$ cat src/rtl/multichannel_pool_unit.sv
// Multichannel max pooling over a time-multiplexed convolution stream, using one shared partial-window store.
// Optional average mode is enabled by defining POOL_AVG_EN, which adds the pool_mode port.
module multichannel_pool_unit #(
  parameter int BitSize            = 8,
  parameter int ImageWidth         = 16,
  parameter int ImageHeight        = 16,
  parameter int NumberOfK          = 8,
  parameter int ProcessingElements = 2,
  parameter int PoolN              = 2,
  parameter int Signed             = 1,
  localparam int CyclesPerPixel    = NumberOfK / ProcessingElements,
  localparam int WinCols           = ImageWidth / PoolN,
  localparam int WinRows           = ImageHeight / PoolN,
  localparam int GW = (CyclesPerPixel > 1) ? $clog2(CyclesPerPixel) : 1,
  localparam int CW = (WinCols > 1) ? $clog2(WinCols) : 1,
  localparam int RW = (WinRows > 1) ? $clog2(WinRows) : 1
) (
  input  logic                                         clk,
  input  logic                                         res_n,
  input  logic                                         in_valid,
  input  logic                                         in_sof,
  input  logic [ProcessingElements-1:0][BitSize-1:0]   in_data,
`ifdef POOL_AVG_EN
  input  logic                                         pool_mode,
`endif
  output logic                                         out_valid,
  output logic [GW-1:0]                                out_group,
  output logic [CW-1:0]                                out_col,
  output logic [RW-1:0]                                out_row,
  output logic [ProcessingElements-1:0][BitSize-1:0]   out_data,
  output logic                                         frame_done,
  output logic                                         sync_err
);

  localparam int PW = (PoolN > 1) ? $clog2(PoolN) : 1;
`ifdef POOL_AVG_EN
  localparam int LogN = $clog2(PoolN);
  localparam int Shift = 2 * LogN;
  localparam int AccW = BitSize + 2 * LogN;
`else
  localparam int AccW = BitSize;
`endif

  localparam logic [GW-1:0] BEAT_LAST = GW'(CyclesPerPixel - 1);
  localparam logic [PW-1:0] PH_LAST   = PW'(PoolN - 1);
  localparam logic [CW-1:0] WC_LAST   = CW'(WinCols - 1);
  localparam logic [RW-1:0] WR_LAST   = RW'(WinRows - 1);

  // Position is kept as window index plus phase inside the window, which avoids dividers.
  logic [GW-1:0] beat_q, beat_e, beat_n;
  logic [PW-1:0] cph_q, cph_e, cph_n;
  logic [PW-1:0] rph_q, rph_e, rph_n;
  logic [CW-1:0] wc_q, wc_e, wc_n;
  logic [RW-1:0] wr_q, wr_e, wr_n;
  logic          sof_hit, at_origin, win_first, win_last, frame_last;

  logic [AccW-1:0]    pm [WinCols][CyclesPerPixel][ProcessingElements];
  logic [AccW-1:0]    acc_n [ProcessingElements];
  logic [BitSize-1:0] res   [ProcessingElements];
  logic [AccW-1:0]    cur;

  function automatic logic [BitSize-1:0] max_of(input logic [BitSize-1:0] a,
                                                 input logic [BitSize-1:0] b);
    if (Signed != 0) return ($signed(a) > $signed(b)) ? a : b;
    else             return (a > b) ? a : b;
  endfunction

`ifdef POOL_AVG_EN
  logic mode_q, mode_avg;

  function automatic logic [AccW-1:0] ext(input logic [BitSize-1:0] v);
    if (Signed != 0) return AccW'($signed(v));
    else             return AccW'(v);
  endfunction

  function automatic logic [BitSize-1:0] avg_of(input logic [AccW-1:0] a);
    logic [AccW-1:0] s;
    if (Signed != 0) s = $signed(a) >>> Shift;
    else             s = a >> Shift;
    return s[BitSize-1:0];
  endfunction
`endif

  always_comb begin
    sof_hit   = in_valid & in_sof;
    at_origin = (beat_q == '0) && (cph_q == '0) && (wc_q == '0) &&
                (rph_q == '0) && (wr_q == '0);
    beat_e = sof_hit ? '0 : beat_q;
    cph_e  = sof_hit ? '0 : cph_q;
    wc_e   = sof_hit ? '0 : wc_q;
    rph_e  = sof_hit ? '0 : rph_q;
    wr_e   = sof_hit ? '0 : wr_q;
    win_first  = (rph_e == '0) && (cph_e == '0);
    win_last   = (rph_e == PH_LAST) && (cph_e == PH_LAST);
    frame_last = win_last && (beat_e == BEAT_LAST) && (wc_e == WC_LAST) && (wr_e == WR_LAST);
  end

  always_comb begin
    beat_n = beat_e + GW'(1);
    cph_n  = cph_e;
    wc_n   = wc_e;
    rph_n  = rph_e;
    wr_n   = wr_e;
    if (beat_e == BEAT_LAST) begin
      beat_n = '0;
      if (cph_e == PH_LAST) begin
        cph_n = '0;
        if (wc_e == WC_LAST) begin
          wc_n = '0;
          if (rph_e == PH_LAST) begin
            rph_n = '0;
            wr_n  = (wr_e == WR_LAST) ? '0 : wr_e + RW'(1);
          end else begin
            rph_n = rph_e + PW'(1);
          end
        end else begin
          wc_n = wc_e + CW'(1);
        end
      end else begin
        cph_n = cph_e + PW'(1);
      end
    end
  end

`ifdef POOL_AVG_EN
  // The mode latched at the first beat of the frame governs the whole frame, including that beat.
  assign mode_avg = (sof_hit || at_origin) ? pool_mode : mode_q;
`endif

  always_comb begin
    cur = '0;
    for (int p = 0; p < ProcessingElements; p++) begin
      acc_n[p] = '0;
      res[p]   = '0;
      cur      = pm[wc_e][beat_e][p];
`ifdef POOL_AVG_EN
      if (mode_avg) begin
        acc_n[p] = win_first ? ext(in_data[p]) : cur + ext(in_data[p]);
        res[p]   = avg_of(acc_n[p]);
      end else begin
        res[p]   = win_first ? in_data[p] : max_of(cur[BitSize-1:0], in_data[p]);
        acc_n[p] = AccW'(res[p]);
      end
`else
      res[p]   = win_first ? in_data[p] : max_of(cur, in_data[p]);
      acc_n[p] = res[p];
`endif
    end
  end

  always_ff @(posedge clk) begin
    if (!res_n && in_valid) begin
      for (int p = 0; p < ProcessingElements; p++)
        pm[wc_e][beat_e][p] <= acc_n[p];
    end
  end

  always_ff @(posedge clk) begin
    if (res_n) begin
      beat_q     <= '0;
      cph_q      <= '0;
      wc_q       <= '0;
      rph_q      <= '0;
      wr_q       <= '0;
      out_valid  <= 1'b0;
      out_group  <= '0;
      out_col    <= '0;
      out_row    <= '0;
      out_data   <= '0;
      frame_done <= 1'b0;
      sync_err   <= 1'b0;
`ifdef POOL_AVG_EN
      mode_q     <= 1'b0;
`endif
    end else begin
      out_valid  <= in_valid && win_last;
      frame_done <= in_valid && frame_last;
      if (in_valid) begin
        beat_q <= beat_n;
        cph_q  <= cph_n;
        wc_q   <= wc_n;
        rph_q  <= rph_n;
        wr_q   <= wr_n;
        if (win_last) begin
          out_group <= beat_e;
          out_col   <= wc_e;
          out_row   <= wr_e;
          for (int p = 0; p < ProcessingElements; p++)
            out_data[p] <= res[p];
        end
        if (sof_hit && !at_origin)
          sync_err <= 1'b1;
`ifdef POOL_AVG_EN
        if (sof_hit || at_origin)
          mode_q <= pool_mode;
`endif
      end
    end
  end

endmodule

$ cat config.mk
export PLATFORM = sky130hd
export DESIGN_NAME = multichannel_pool_unit
export DESIGN_NICKNAME = d
export VERILOG_FILES = /design/src/rtl/multichannel_pool_unit.sv
export SDC_FILE = /design/constraint.sdc
export NUM_CORES = 1
export LEC_CHECK = 0
export BUFFER_PORTS_ARGS = -buffer_cell sky130_fd_sc_hd__clkbuf_2
export CORE_MARGIN = 5
export CORE_UTILIZATION = 50
export CTS_BUF_LIST = sky130_fd_sc_hd__clkbuf_2 sky130_fd_sc_hd__clkbuf_4 sky130_fd_sc_hd__clkbuf_8
export CTS_CLUSTER_SIZE = 20
export DETAILED_ROUTE_END_ITERATION = 10
export GPL_ROUTABILITY_DRIVEN = 0
export PLACE_DENSITY = 0.66
export SLEW_MARGIN = 0
export SYNTH_ARGS = -nofsm -noshare
export SYNTH_HDL_FRONTEND = slang
export SYNTH_SLANG_ARGS = --single-unit
$ cat constraint.sdc
create_clock -name clk -period 12.2 [get_ports clk]
set_input_delay 0.61 -clock clk [delete_from_list [all_inputs] [get_ports clk]]
set_output_delay 0.61 -clock clk [all_outputs]
set_load 0.1 [all_outputs]
==> flow_metrics.env, run 1 <==
export IMPL_final_max_slew_viol_count=0
export IMPL_async_flop_share=0
export IMPL_violations="DRC"
export IMPL_clkLatencyLatePin_ns=0.64
export IMPL_finalCritPeriodShare=0.501
export IMPL_io_pins=47
export IMPL_syn_inst=1475
export IMPL_reg2reg_to="pm[3][36]$_DFFE_PP_"
export IMPL_yosys_register_bits=549
export IMPL_viasPerCell=6.44
export IMPL_avgSynthCellArea_um2=15.1
export IMPL_setup_viol_count_final=0
export IMPL_hold_path_class="in2reg"
export IMPL_hold_viol=0
export IMPL_hp_start="in_data[7]"
export IMPL_grt_max_degree=63
export IMPL_yosysTopAreaCell="edfxtp_1"
export IMPL_synth_fp_nets=1519
export IMPL_met1_usage=0.361
export IMPL_grt_busiest_layer="met2"
export IMPL_ys_seq_area_frac=0.724
export IMPL_slew_headroom=0.217
export IMPL_hold_depth=3
export IMPL_fill_cells=3600
export IMPL_p_per_area_mw_per_mm2=150
export IMPL_yosys_top_cells_area="edfxtp_1, dfxtp_1, mux2i_1"
export IMPL_drc=1
export IMPL_ir_worst_vdd_uv=83.2
export IMPL_crit_required_ns=12.46
export IMPL_r2r_cells=14
export IMPL_fin_setup_tns_ns=0
export IMPL_track_usage=0.266
export IMPL_num_rows=77
export IMPL_nNetsFinal=1618
export IMPL_postCtsResizedCells=0
export IMPL_dp_cells=2078
export IMPL_grt_overflow=0
export IMPL_reg2reg_slack_ns=6.09
export IMPL_clk_path_buf_depth=3
export IMPL_cts_sinks=549
export IMPL_dp_hpwl_um=41400
export IMPL_cellLeakagePower_nw=8.39
export IMPL_fin_cells=2229
export IMPL_cts_hold_fix_buffers=0
export IMPL_drive_gt1_frac=0.191
export IMPL_drt_initial_drc_count=2017
export IMPL_synth_warnings=0
export IMPL_routed_wl_um=66900
export IMPL_coreArea_mm2=0.0441
export IMPL_cts_tree="built"
export IMPL_status="finished, violations left"
export IMPL_vias=14350
export IMPL_die_area_mm2=0.0488
export IMPL_ys_flop_type="edfxtp_1"
export IMPL_maxCapViolCount=0
export IMPL_htree_levels=3
export IMPL_worst_pin_slew_ns=1.17
export IMPL_fin_crit_ns=6.11
export IMPL_synth_cell_types=87
export IMPL_gr_usage_met3=0.0800
export IMPL_skew_ns=0.0250
export IMPL_syn_area_mm2=0.0223
export IMPL_rr_startpoint="wc_q[0]$_SDFFE_PP0P_"
export IMPL_grt_pass1_vias=13933
export IMPL_port_buffers=46
export IMPL_cts_buffers=86
export IMPL_whs_endpoint="out_data[7]$_SDFFE_PP0P_"
export IMPL_first_pass_iters=10
export IMPL_final_util=0.562
export IMPL_critPathCaptureType="flip-flop"
export IMPL_yosysTopAreaCellShare=0.691
export IMPL_grt_pass1_wl_um=96500
export IMPL_max_freq_mhz=164
export IMPL_path_max_fanout=24
export IMPL_die_y_um=221
export IMPL_arrival_ns=6.37
export IMPL_ant_nets=0
export IMPL_grt_setup_unrepaired="no"
export IMPL_die_x_um=221
export IMPL_wl_per_cell_um=30.0
export IMPL_cts_root_buf="clkbuf_8"
export IMPL_antenna_found_initial=2
export IMPL_clk_pin_slew_ns=0.06
export IMPL_cts_setup_buffers=0
export IMPL_start_util=0.505
export IMPL_grt_use_met2=0.403
export IMPL_synth_edff_count=512
export IMPL_start_kind="flip-flop"
export IMPL_area_growth_pct=11.4
export IMPL_path_class="reg2reg"
-- Yosys cell counts (30+ instances only) --
library cell,number
nor2_1,90
edfxtp_1,512
nand2_1,115
a21oi_1,30
inv_1,32
o221ai_1,37
dfxtp_1,37
and3_1,31
o22ai_1,60
mux2i_1,64
clkbuf_1,37
-- kinds of logic (layout without fill, tap and decap cells) --
family,Yosys count,after routing,share of synthesized area
AOI/OAI and AO/OA,317,317,0.108
adders and majority gates,24,24,0.0135
buffers and inverters,128,289,0.0296
DFF,549,549,0.724
muxes,92,92,0.0459
other,0,1,0
and+or+nand+nor,365,365,0.0791
-- cells in the final DEF, fill, tap and decap left out, drive strengths merged, types with 5 or more instances in the layout --
master    count
edfxtp      512
clkbuf      172
nand2       117
nor2         97
mux2i        70
o22ai        60
buf          56
o221ai       37
dfxtp        37
inv          37
a21oi        37
o21ai        32
and3         31
ha           24
nor3         22
a211oi       19
mux2         19
clkinv       19
or3          18
nand3        18
o22a         15
nor4         15
o32a         13
a31oi        12
o31ai        12
and2         10
a32oi         8
nand2b        7
o2111ai       7
o31a          7
o221a         7
nor3b         6
or2           5
o211ai        5
a221oi        5
clkinvlp      5
nor2b         5
-- critical path: stages (launching register included) --
cell	delay, ns
dfxtp_2	0.35
nor2b_1	0.90
buf_4	0.32
nand2_2	0.39
buf_4	0.45
o22ai_1	0.18
nor4_1	0.09
o32a_2	0.46
ha_1	0.32
a21oi_1	0.17
o22ai_1	0.10
a2111oi_0	0.73
nor2_4	0.24
mux2i_2	0.61
mux2i_1	0.39
-- per-layer routing --
| metal | wire [µm] | vias to the layer above |
|---|---|---|
| li1 | - | 6031 |
| met1 | 25400 | 7106 |
| met2 | 30000 | 1035 |
| met3 | 8310 | 178 |
| met4 | 3210 | 0 |
| met5 | 0 | - |
-- stage by stage --
step | hold slack [ns] | cell area [µm²] | setup slack [ns] | power, mW
after floorplan | 0.453 | 22300 | 7.88 | 2.20
after global placement | 0.444 | 23200 | 5.61 | 2.25
after detailed placement | 0.451 | 23200 | 5.56 | 2.26
after CTS | 0.312 | 24800 | 6.18 | 3.73
after global routing | 0.343 | 24800 | 5.93 | 3.83
final | 0.362 | 24800 | 6.09 | 3.72
-- power by group --
part	internal (mW)	switching (mW)	leakage [nW]
Sequential	2.07	0.00251	4.91
Clock	0.802	0.695	0.868
Combinational	0.0412	0.108	2.62
-- sequential cells by signal (all words and copies together) (netlist names), 2 cells and up --
| signal | count |
|---|---|
| pm | 512 |
| out_row | 3 |
| out_data | 16 |
| beat_q | 2 |
| wr_q | 3 |
| wc_q | 3 |
| out_col | 3 |
| out_group | 2 |
-- how the worst max path moves through the flow --
stage	startpoint	endpoint	slack [ns]	cells after the start
floorplan	in_valid	pm[0][0]$_DFFE_PP_	7.88	16
global placement	in_valid	pm[4][38]$_DFFE_PP_	5.61	16
detailed placement	in_valid	pm[3][37]$_DFFE_PP_	5.56	16
CTS	wc_q[1]$_SDFFE_PP0P_	pm[2][36]$_DFFE_PP_	6.18	15
global route	wc_q[1]$_SDFFE_PP0P_	pm[5][38]$_DFFE_PP_	5.93	15
finish	wc_q[0]$_SDFFE_PP0P_	pm[3][36]$_DFFE_PP_	6.09	14
-- layout make-up --
class	count	area (µm²)	share of cell area
Clock inverter	24	116	0.00469
Clock buffer	126	1530	0.0618
Tap cell	592	741	0.0299
Sequential cell	549	16100	0.650
Multi-Input combinational cell	798	5500	0.222
Antenna cell	1	2.50	0.000101
Inverter	37	146	0.00590
Timing Repair Buffer	102	651	0.0262
(Power assumes the default switching activity.)
==> run 2, diff against run 1 <==
- ABC_AREA: not set -> 1
- clock period: 12.2 -> 6.1 ns (I/O delays scaled with it)
==> run 2 against run 1 <==
  * The run now ends clean
  * Register-to-register slack got worse by 5.0 ns
  * Clock skew rose by 0.014 ns
  * Global-route usage is 0.41 points lower
  * Worst hold slack got worse by 0.32 ns
  * Synthesized area increased by 7.3%
  * Total power rose by 100%
  * Worst setup slack lost 5.0 ns
  * Clock power up 110%
  * Clock-buffer cell count stayed put
  * Die area rose by 7.0%
  * Largest cell class unchanged
==> flow_metrics.env, run 2 <==
export IMPL_status="finished clean"
export IMPL_multi_input_area_mm2=0.00632
export IMPL_start_util=0.503
export IMPL_worst_pin_slew_ns=1.09
export IMPL_ys_flop_type="edfxtp_1"
export IMPL_ys_seq_area_frac=0.674
export IMPL_grt_setup_unrepaired="no"
export IMPL_start_kind="flip-flop"
export IMPL_die_area_mm2=0.0523
export IMPL_largest_reg_flops=512
export IMPL_yosysTopAreaCellShare=0.643
export IMPL_crit_required_ns=6.54
export IMPL_first_pass_iters=6
export IMPL_num_rows=80
export IMPL_grt_pass1_vias=16324
export IMPL_avgSynthCellArea_um2=10.7
export IMPL_antenna_found_initial=0
export IMPL_cts_setup_buffers=0
export IMPL_htree_levels=3
export IMPL_fill_cells=4035
export IMPL_synth_edff_count=512
export IMPL_cts_root_buf="clkbuf_8"
export IMPL_cts_sinks=549
export IMPL_syn_inst=2242
export IMPL_hp_start="in_valid"
export IMPL_yosysMostFrequentCell="nand2_1"
export IMPL_die_x_um=229
export IMPL_startpoint="wc_q[1]$_SDFFE_PP0P_"
export IMPL_die_y_um=229
export IMPL_drive_gt1_frac=0.123
export IMPL_grt_max_degree=76
export IMPL_design_area_mm2=0.0267
export IMPL_yosysTopAreaCell="edfxtp_1"
export IMPL_port_buffers=46
export IMPL_grt_overflow=0
export IMPL_fin_setup_tns_ns=0
export IMPL_maxCapViolCount=0
export IMPL_layout_commonest_cell="nand2_1"
export IMPL_slew_headroom=0.269
export IMPL_path_class="reg2reg"
export IMPL_drt_initial_drc_count=2135
export IMPL_area_growth_pct=11.8
export IMPL_reg_top3="pm x512, out_data x16"
export IMPL_cts_buffers=88
export IMPL_io_pins=47
export IMPL_synth_cell_types=41
export IMPL_ant_nets=0
export IMPL_ir_worst_vdd_uv=204
export IMPL_clk_path_buf_depth=3
export IMPL_n_antenna_cell=0
export IMPL_timing_hold_ws_ns=0.0436
export IMPL_clk_pin_slew_ns=0.06
export IMPL_dp_hpwl_um=43800
export IMPL_final_max_slew_viol_count=0
export IMPL_synth_warnings=0
export IMPL_yosys_top_cells_area="edfxtp_1, nand2_1, nand3_1"
export IMPL_skew_ns=0.0386
export IMPL_synth_commonest_cells="nand2_1, edfxtp_1, nand3_1"
export IMPL_fin_cells=3038
export IMPL_hold_viol=0
export IMPL_clkLatencyLatePin_ns=0.67
export IMPL_fin_crit_ns=5.03
export IMPL_viasPerCell=5.64
export IMPL_placed_area_mm2=0.0249
export IMPL_rr_startpoint="wc_q[1]$_SDFFE_PP0P_"
export IMPL_synth_fp_nets=2286
export IMPL_final_util=0.562
export IMPL_hold_path_class="in2reg"
export IMPL_async_flop_share=0
export IMPL_seq_area_mm2=0.0161
export IMPL_dp_cells=2879
export IMPL_coreArea_mm2=0.0475
export IMPL_syn_area_mm2=0.0239
export IMPL_max_freq_mhz=199
export IMPL_critPathCaptureType="flip-flop"
export IMPL_nNetsFinal=2404
export IMPL_track_usage=0.262
export IMPL_setup_viol_count_final=0
export IMPL_arrival_ns=5.47
export IMPL_path_max_fanout=25
export IMPL_grt_pass1_wl_um=103000
export IMPL_p_per_area_mw_per_mm2=284
export IMPL_drc=0
export IMPL_layout_common_cells="nand2_1, edfxtp_1, nand3_1, inv_1, nor2_1"
export IMPL_cellLeakagePower_nw=10.7
export IMPL_yosys_register_bits=549
export IMPL_cts_tree="built"
export IMPL_finalCritPeriodShare=0.824
export IMPL_vias=17138
export IMPL_wl_per_cell_um=23.0
export IMPL_regMostFlops="pm"
export IMPL_routed_wl_um=69900
==> run 2: cell families (layout without fill, tap and decap cells) <==
| logic type | count (synthesis) | after routing | share of synthesized area |
|---|---|---|---|
| buffers and inverters | 329 | 510 | 0.0612 |
| AO/OA/AOI/OAI | 187 | 187 | 0.0409 |
| AND/OR/NAND/NOR | 1153 | 1153 | 0.211 |
| adder cells (fa/ha/maj) | 24 | 24 | 0.0126 |
| flip-flops | 549 | 549 | 0.674 |
==> run 2: critical path, cell delays in order (launching register included) <==
cell and delay (ns):
dfxtp_1 0.80, nand3_4 0.20, nor2_4 0.48, buf_4 0.33, nand2_1 0.07, o21ai_1 0.21, nor2_1 0.08, nand2_1 0.09
nand3_1 0.10, nand2_1 0.10, inv_1 0.05, ha_1 0.32, nand2_1 0.09, nor2_1 0.10, o21ai_0 0.09, o211ai_1 0.11
nand2_1 0.11, a21oi_2 0.17, buf_4 0.20, nand3_1 0.14, nand2_2 0.57, nand2_1 0.12, nand2_1 0.26
==> run 2: final timing paths <==
check,cells past startpoint,endpoint,slack (ns)
max,22,pm[2][1]$_DFFE_PP_,1.07
min,2,beat_q[0]$_SDFFE_PP0P_,0.04
max reg2reg,22,pm[2][1]$_DFFE_PP_,1.07
min reg2reg,1,wr_q[0]$_SDFFE_PP0P_,0.45
==> run 2: where the power goes <==
group	leakage (nW)	internal (mW)	total [mW]	switching [mW]
Clock	0.903	1.67	3.09	1.42
Sequential	4.91	4.15	4.15	0.00355
Combinational	4.92	0.0839	0.353	0.269
==> run 2: final cells by class <==
| class | count | area share |
|---|---|---|
| Sequential cell | 549 | 0.604 |
| Multi-Input combinational cell | 1364 | 0.237 |
| Clock buffer | 126 | 0.0582 |
| Timing Repair Buffer | 131 | 0.0350 |
| Inverter | 226 | 0.0319 |
| Tap cell | 615 | 0.0288 |
| Clock inverter | 27 | 0.00576 |
==> run 2: repair_timing <==
item                      in CTS  in global routing
hold endpoints to repair       6                  0
resized for setup              0                  0
hold buffers                   6                  0
==> run 2: routing by layer <==
| layer | up-vias | track usage | wire length, µm |
|---|---|---|---|
| met2 | 927 | 0.420 | 32600 |
| met4 | 0 | 0.101 | 2880 |
| met5 | - | 0 | 0 |
| li1 | 7795 | - | - |
| met1 | 8231 | 0.346 | 26600 |
| met3 | 185 | 0.0692 | 7870 |
==> run 2: per-stage QoR <==
| step | power, mW | worst slack (ns) |
|---|---|---|
| after global routing | 7.83 | 0.761 |
| after global placement | 4.56 | 1.18 |
| after floorplan | 4.43 | 2.57 |
| final | 7.59 | 1.07 |
| after CTS | 7.62 | 1.22 |
| after detailed placement | 4.57 | 1.01 |
